File: config.mk
export PLATFORM = sky130hd
export DESIGN_NAME = por_reset_sequencer
export DESIGN_NICKNAME = d
export VERILOG_FILES = /design/src/rtl/por_pkg.sv /design/src/rtl/por_filter.sv /design/src/rtl/por_reset_sequencer.sv
export SDC_FILE = /design/constraint.sdc
export NUM_CORES = 1
export LEC_CHECK = 0
export CORE_AREA = 2 2 82 84
export DETAILED_ROUTE_END_ITERATION = 10
export DIE_AREA = 0 0 84 86
export DONT_BUFFER_PORTS = 1
export GPL_TIMING_DRIVEN = 0
export SKIP_CTS_REPAIR_TIMING = 1
export SYNTH_ARGS = -nofsm -noshare
export SYNTH_HDL_FRONTEND = slang
export SYNTH_HIERARCHICAL = 1
export SYNTH_SLANG_ARGS = --single-unit
export TNS_END_PERCENT = 100
File: constraint.sdc
create_clock -name clk -period 2.3 [get_ports clk]
set_input_delay 0.46 -clock clk [delete_from_list [all_inputs] [get_ports clk]]
set_output_delay 0.46 -clock clk [all_outputs]
set_load 0.005 [all_outputs]
File: src/rtl/por_pkg.sv
// Shared types and helpers for the power-on reset sequencer.
package por_pkg;

    // Sequencer state; encoding is visible on state_o.
    typedef enum logic [1:0] {
        StIdle    = 2'd0,
        StHold    = 2'd1,
        StStagger = 2'd2,
        StRun     = 2'd3
    } por_state_e;

    // Bits needed to count 0..n-1 (at least one bit).
    function automatic int unsigned cnt_width(input int unsigned n);
        return (n <= 1) ? 1 : $clog2(n);
    endfunction

    function automatic int unsigned max_u(input int unsigned a, input int unsigned b);
        return (a > b) ? a : b;
    endfunction

endpackage

File: src/rtl/por_filter.sv
// Synchroniser plus debounce for one asynchronous supply-good flag.
module por_filter
    import por_pkg::*;
#(
    parameter int unsigned SYNC_STAGES = 2,
    parameter int unsigned FILT_CYCLES = 4
) (
    input  logic clk,
    input  logic resetn,
    input  logic i_pgood_async,
    output logic o_pgood_filt
);

    localparam int unsigned CntW = cnt_width(FILT_CYCLES);

    logic [SYNC_STAGES-1:0] r_sync;
    logic [CntW-1:0]        r_cnt;
    logic                   r_filt;
    logic [CntW-1:0]        w_cnt_d;
    logic                   w_filt_d;
    logic                   w_sync;

    assign w_sync       = r_sync[SYNC_STAGES-1];
    assign o_pgood_filt = r_filt;

    // Count consecutive cycles the synchronised input disagrees with the flag.
    always_comb begin
        w_cnt_d  = r_cnt;
        w_filt_d = r_filt;
        if (w_sync == r_filt) begin
            w_cnt_d = '0;
        end else if (r_cnt == CntW'(FILT_CYCLES - 1)) begin
            w_filt_d = w_sync;
            w_cnt_d  = '0;
        end else begin
            w_cnt_d = r_cnt + 1'b1;
        end
    end

    // Synchroniser chain and debounce state.
    always_ff @(posedge clk or negedge resetn) begin
        if (!resetn) begin
            r_sync <= '0;
            r_cnt  <= '0;
            r_filt <= 1'b0;
        end else begin
            r_sync <= {r_sync[SYNC_STAGES-2:0], i_pgood_async};
            r_cnt  <= w_cnt_d;
            r_filt <= w_filt_d;
        end
    end

endmodule

File: src/rtl/por_reset_sequencer.sv
// Power-on reset sequencer: filters supply-good flags, holds reset, releases
// domain resets in a staggered order and logs brownouts.
module por_reset_sequencer
    import por_pkg::*;
#(
    parameter int unsigned N_SUPPLY       = 2,
    parameter int unsigned N_DOMAIN       = 3,
    parameter int unsigned SYNC_STAGES    = 2,
    parameter int unsigned FILT_CYCLES    = 4,
    parameter int unsigned HOLD_CYCLES    = 2000,
    parameter int unsigned STAGGER_CYCLES = 16,
    parameter int unsigned BOD_CNT_W      = 8
) (
    input  logic                 clk,
    input  logic                 resetn,
    input  logic [N_SUPPLY-1:0]  pgood_async,
    input  logic                 sw_rst_req,
    input  logic                 bod_clr,
    output logic [N_DOMAIN-1:0]  rst_dom_n,
    output logic                 por,
    output logic                 porb,
    output logic                 powergood,
    output logic                 bod_flag,
    output logic [BOD_CNT_W-1:0] bod_count,
    output logic [1:0]           state_o
);

    localparam int unsigned CntW = cnt_width(max_u(HOLD_CYCLES, STAGGER_CYCLES));
    localparam int unsigned DomW = cnt_width(N_DOMAIN);

    logic [N_SUPPLY-1:0]  w_pgood_filt;
    logic                 w_all_good;
    logic                 w_abort;
    logic                 w_brownout;
    logic                 w_hold_done;
    logic                 w_stag_done;
    logic                 w_last_dom;

    por_state_e           r_state;
    por_state_e           w_state_d;
    logic [CntW-1:0]      r_cnt;
    logic [CntW-1:0]      w_cnt_d;
    logic [DomW-1:0]      r_dom;
    logic [DomW-1:0]      w_dom_d;
    logic [N_DOMAIN-1:0]  r_rst_dom_n;
    logic [N_DOMAIN-1:0]  w_rst_dom_n_d;
    logic                 r_por;
    logic                 w_por_d;
    logic                 r_porb;
    logic                 r_powergood;
    logic                 w_powergood_d;
    logic                 r_bod_flag;
    logic                 w_bod_flag_d;
    logic [BOD_CNT_W-1:0] r_bod_count;
    logic [BOD_CNT_W-1:0] w_bod_count_d;

    for (genvar g = 0; g < N_SUPPLY; g++) begin : g_filt
        por_filter #(
            .SYNC_STAGES (SYNC_STAGES),
            .FILT_CYCLES (FILT_CYCLES)
        ) u_filt (
            .clk           (clk),
            .resetn        (resetn),
            .i_pgood_async (pgood_async[g]),
            .o_pgood_filt  (w_pgood_filt[g])
        );
    end

    assign w_all_good  = &w_pgood_filt;
    // Supply loss takes priority over a software request in the same cycle.
    assign w_abort     = (r_state != StIdle) && (!w_all_good || sw_rst_req);
    assign w_brownout  = (r_state == StRun) && !w_all_good;
    assign w_hold_done = (r_cnt == CntW'(HOLD_CYCLES - 1));
    assign w_stag_done = (r_cnt == CntW'(STAGGER_CYCLES - 1));
    assign w_last_dom  = (r_dom == DomW'(N_DOMAIN - 1));

    assign rst_dom_n = r_rst_dom_n;
    assign por       = r_por;
    assign porb      = r_porb;
    assign powergood = r_powergood;
    assign bod_flag  = r_bod_flag;
    assign bod_count = r_bod_count;
    assign state_o   = r_state;

    // State register.
    always_ff @(posedge clk or negedge resetn) begin
        if (!resetn) begin
            r_state <= StIdle;
        end else begin
            r_state <= w_state_d;
        end
    end

    // Next-state decode.
    always_comb begin
        w_state_d = r_state;
        unique case (r_state)
            StIdle:    if (w_all_good) w_state_d = StHold;
            StHold: begin
                if (w_abort) w_state_d = StIdle;
                else if (w_hold_done) w_state_d = (N_DOMAIN == 1) ? StRun : StStagger;
            end
            StStagger: begin
                if (w_abort) w_state_d = StIdle;
                else if (w_stag_done && w_last_dom) w_state_d = StRun;
            end
            StRun:     if (w_abort) w_state_d = StIdle;
            default:   w_state_d = StIdle;
        endcase
    end

    // Next values for counters, reset outputs and brownout log.
    always_comb begin
        w_cnt_d       = r_cnt;
        w_dom_d       = r_dom;
        w_rst_dom_n_d = r_rst_dom_n;
        w_por_d       = r_por;
        w_powergood_d = r_powergood;
        w_bod_flag_d  = r_bod_flag;
        w_bod_count_d = r_bod_count;

        if (bod_clr) begin
            w_bod_flag_d  = 1'b0;
            w_bod_count_d = '0;
        end
        if (w_brownout) begin
            w_bod_flag_d = 1'b1;
            if (bod_clr) w_bod_count_d = BOD_CNT_W'(1);
            else if (r_bod_count != '1) w_bod_count_d = r_bod_count + 1'b1;
        end

        if (w_abort) begin
            w_cnt_d       = '0;
            w_dom_d       = '0;
            w_rst_dom_n_d = '0;
            w_por_d       = 1'b1;
            w_powergood_d = 1'b0;
        end else begin
            unique case (r_state)
                StIdle: begin
                    w_cnt_d = '0;
                    w_dom_d = '0;
                end
                StHold: begin
                    if (w_hold_done) begin
                        w_cnt_d          = '0;
                        w_dom_d          = DomW'(1);
                        w_rst_dom_n_d[0] = 1'b1;
                        if (N_DOMAIN == 1) begin
                            w_por_d       = 1'b0;
                            w_powergood_d = 1'b1;
                        end
                    end else begin
                        w_cnt_d = r_cnt + 1'b1;
                    end
                end
                StStagger: begin
                    if (w_stag_done) begin
                        w_cnt_d              = '0;
                        w_dom_d              = r_dom + 1'b1;
                        w_rst_dom_n_d[r_dom] = 1'b1;
                        if (w_last_dom) begin
                            w_por_d       = 1'b0;
                            w_powergood_d = 1'b1;
                        end
                    end else begin
                        w_cnt_d = r_cnt + 1'b1;
                    end
                end
                default: ;
            endcase
        end
    end

    // Datapath and registered outputs.
    always_ff @(posedge clk or negedge resetn) begin
        if (!resetn) begin
            r_cnt       <= '0;
            r_dom       <= '0;
            r_rst_dom_n <= '0;
            r_por       <= 1'b1;
            r_porb      <= 1'b0;
            r_powergood <= 1'b0;
            r_bod_flag  <= 1'b0;
            r_bod_count <= '0;
        end else begin
            r_cnt       <= w_cnt_d;
            r_dom       <= w_dom_d;
            r_rst_dom_n <= w_rst_dom_n_d;
            r_por       <= w_por_d;
            r_porb      <= ~w_por_d;
            r_powergood <= w_powergood_d;
            r_bod_flag  <= w_bod_flag_d;
            r_bod_count <= w_bod_count_d;
        end
    end

endmodule

==> summary.md <==
| Metric | Value |
|---|---|
| Top-area cell type share of the netlist area | 48.3% |
| Top FF cell, synth | dfrtp_1 |
| Mapped Cells | 202 |
| Vias in the first global route | about 1500 |
| Mean routed wirelength per cell | around 13 um |
| Worst Hold Path EP | g_filt[1].u_filt/r_sync[0] |
| Register area share after synthesis | 49.6% |
| Async SR Flop Fraction | 100% |
| Synth area leader | dfrtp_1 |
| Worst skew pair latency | 0.29 ns |
| Layout area overhead | 14.0% |
| Tot Pwr | 1.95 mW |
| First-pass GRT wire length | 6730 um |
| Clk Tree Root Cell | clkbuf_8 |
| Max Buffers Root-to-Sink | 2 |
| Pwr dens | between 800 and 900 nW/um^2 |
| Hold Crit Class | in2reg |
| Multi-input gate area | 970 um^2 |
| Worst Tran Pin Value | 0.454 ns |
| Most common cell after layout, fill and taps aside | dfrtp_1 |
| Commonest non-fill, non-tap cells in the layout | 38 x dfrtp_1, 16 x nand2_1, 14 x inv_1, 14 x o21ai_0, 13 x nor2_1 |
| Initial Utilization | 32.2% |
| Die height | 86 um |
| Port-buffer cells | 0 |
| Met3 Resource Use GR | 4.14% |
| Via count of the routed design | about 1500 |
| Crit path cell chain | or4_1, o41a_1, o21ai_4, buf_6, a21oi_1, a21o_2 |
| GRT busiest layer | met2 |
| Maximum VDD drop | 0.604 mV |
| Nets | 227 |
| Endpoints failing hold | 0 |
| Hold path cells | 0 |
| P_leak | around 1.0 nW |
| Syn nets | 219 |
| Post-DRT Antenna Nets | 0 |
| Num CTS Buffers | 5 |
| Number of library cell types mapped by synthesis | 46 |
| Crit-path max FO | 10 |
| Via density | 5.05 |
| Util after Layout | between 30% and 40% |
| Relative slew slack | between 60 and 70% |
| Crit path DAT | about 2.4 ns |
| Die area | between 7000 and 8000 um^2 |
| YS warnings | 6 |
| DRT iter0 DRCs | 146 |
| Final Cycle Share | 95.9% |
| Final worst setup slack | 0.0940 ns |
| Met2 usage in global routing | 17.5% |
| Worst R2R Path Depth | 6 |
| Syn_area_per_cell | between 10 and 15 um^2 |
| Reg area | 1000 um^2 |
| Overflow after GRT | 0 |
| Core Rows | 29 |
| H-Tree Depth | 2 |
| R2r setup slk | 0.09 ns |
| Skew final | between 0.01 and 0.015 ns |
| Die Width | 84 um |
| Final Max Slew Viols | 0 |
| CP Data Required Time | 2.48 ns |
| Total track usage | 11.5% |
| GR Layer Usage met1 | 15.2% |
| Drt pass-1 iters | 4 |
| Total core area | 6280 um^2 |
| Period minus WS final | around 2.2 ns |
| CP max stage cell | or4_1 |
| Slowest stage delay, CP | 0.58 ns |
| Pre-CTS setup slack | between 0.04 and 0.05 ns |
| DR DRC count | 0 |
| Antenna diode count | 0 |
| DRT Wirelength | 3770 um |
| Filler Cells Inserted | 618 |
| Synth area leaders | dfrtp_1 48%, ha_1 6.8%, o21ai_0 3.5% |
| RR Startpoint | r_cnt[7] |
| Clock sink total | 40 |
| Crit. End Element | flop |
| Mapped cell area | 2020 um^2 |
| Status | finished clean |
| Number of synthesized flops with an enable pin | 0 |
| Startpoint Class | flop |
| Placed wire-length estimate | 2600 um |
| Pin count of the biggest net entering global routing | 41 |
| Worst Path Class, Setup | reg2reg |
| Clock-pin slew on the worst setup and hold paths | around 0.070 ns |
| Final setup violation count | 0 |
| Layout cells sized above 1 | between 10 and 15% |
| CTS tree | done |
| Yosys reg bits | 40 |
| Reg-to-reg endpoint | r_cnt[7] |
| Initial antenna violation count | 0 |
| Min-delay src | pgood_async[1] |
| F_max | approximately 450 MHz |
| Max-cap viol count | 0 |
| I/O Pins | 23 |
| GPL Wtd Cong | 0.801 |
==> routing by layer <==
layer  up-vias  share of wire (%)
met3         7                6.4
met4         0                1.3
li1        722                  -
met5         -                  0
met2        36                 45
met1       689                 47
==> state kept, by name (all words and copies together), names as in the netlist <==
name / flops
bod_count: 8
bod_flag: 1
rst_dom_n: 3
porb: 1
g_filt.u_filt/r_sync: 4
r_dom: 2
powergood: 1
por: 1
g_filt.u_filt/r_cnt: 4
r_cnt: 11
g_filt.u_filt/o_pgood_filt: 2
state_o: 2
==> how the worst max path moves through the flow <==
| stage | from | to | slack (ns) | depth (start not counted) |
|---|---|---|---|---|
| after floorplan | r_cnt[7] | r_cnt[8] | 0.26 | 6 |
| after global placement | r_cnt[7] | r_cnt[8] | 0.06 | 6 |
| after detailed placement | r_cnt[7] | r_cnt[8] | 0.05 | 6 |
| after CTS | r_cnt[7] | r_cnt[8] | 0.05 | 6 |
| after global routing | r_cnt[4] | state_o[1] | -0.0003 | 5 |
| final | r_cnt[7] | r_cnt[7] | 0.09 | 6 |
==> logic make-up (layout without fill, tap and decap cells) <==
| family | count (synthesis) | in the layout | synth area share [%] |
|---|---|---|---|
| DFF | 40 | 40 | 49.6 |
| muxes | 6 | 6 | 3.16 |
| buffers and inverters | 18 | 27 | 3.71 |
| adders and majority gates | 11 | 11 | 6.81 |
| xor gates and xnor gates | 5 | 5 | 2.17 |
| and+or+nand+nor | 77 | 77 | 20.5 |
| AOI/OAI and AO/OA | 45 | 45 | 14.0 |
==> final cells by class <==
| class | instances | area share [%] |
|---|---|---|
| buffer | 3 | 0.814 |
| clock buffer | 7 | 4.18 |
| clock inverter | 1 | 1.30 |
| inverter | 14 | 2.28 |
| multi-input combinational | 144 | 42.1 |
| sequential | 40 | 43.5 |
| tap | 77 | 4.18 |
| timing repair buffer | 2 | 1.63 |
==> through the flow <==
| stage | cell area, um^2 | hold WS [ns] | instances | setup TNS (ns) |
|---|---|---|---|---|
| global placement | 2120 | 0.165 | 279 | 0 |
| CTS | 2240 | -0.162 | 287 | 0 |
| floorplan | 2020 | 0.164 | 202 | 0 |
| global route | 2300 | 0.174 | 288 | -0.000346 |
| finish | 2300 | 0.195 | 288 | 0 |
| detailed placement | 2120 | 0.165 | 279 | 0 |
==> critical path: cells and delay by family (launching register included) <==
kind	cells	cell delay, ns
AOI/OAI and AO/OA	4	0.88
buffers and inverters	1	0.19
DFF	1	0.45
and+or+nand+nor	1	0.58
==> Yosys cell counts (all sizes together) (2+ instances only) <==
library cell and n:
dfrtp 39, nand2 16, o21ai 16, inv 14, nor2 14, a21oi 12, ha 11, nand3 11
a21o 8, nor3 7, and3 5, and2 4, nor4 4, or3 4, mux2 3, mux2i 3
nor3b 3, xor2 3, buf 2, clkbuf 2, nor2b 2, o41a 2, or4 2, xnor2 2
==> power breakdown <==
group,total [mW],switching (mW),internal [mW]
clock,0.630,0.247,0.383
sequential,0.856,0.0740,0.782
combinational,0.460,0.269,0.190
total,1.95,0.591,1.35
Note: power is estimated with default switching activity, not from simulation.
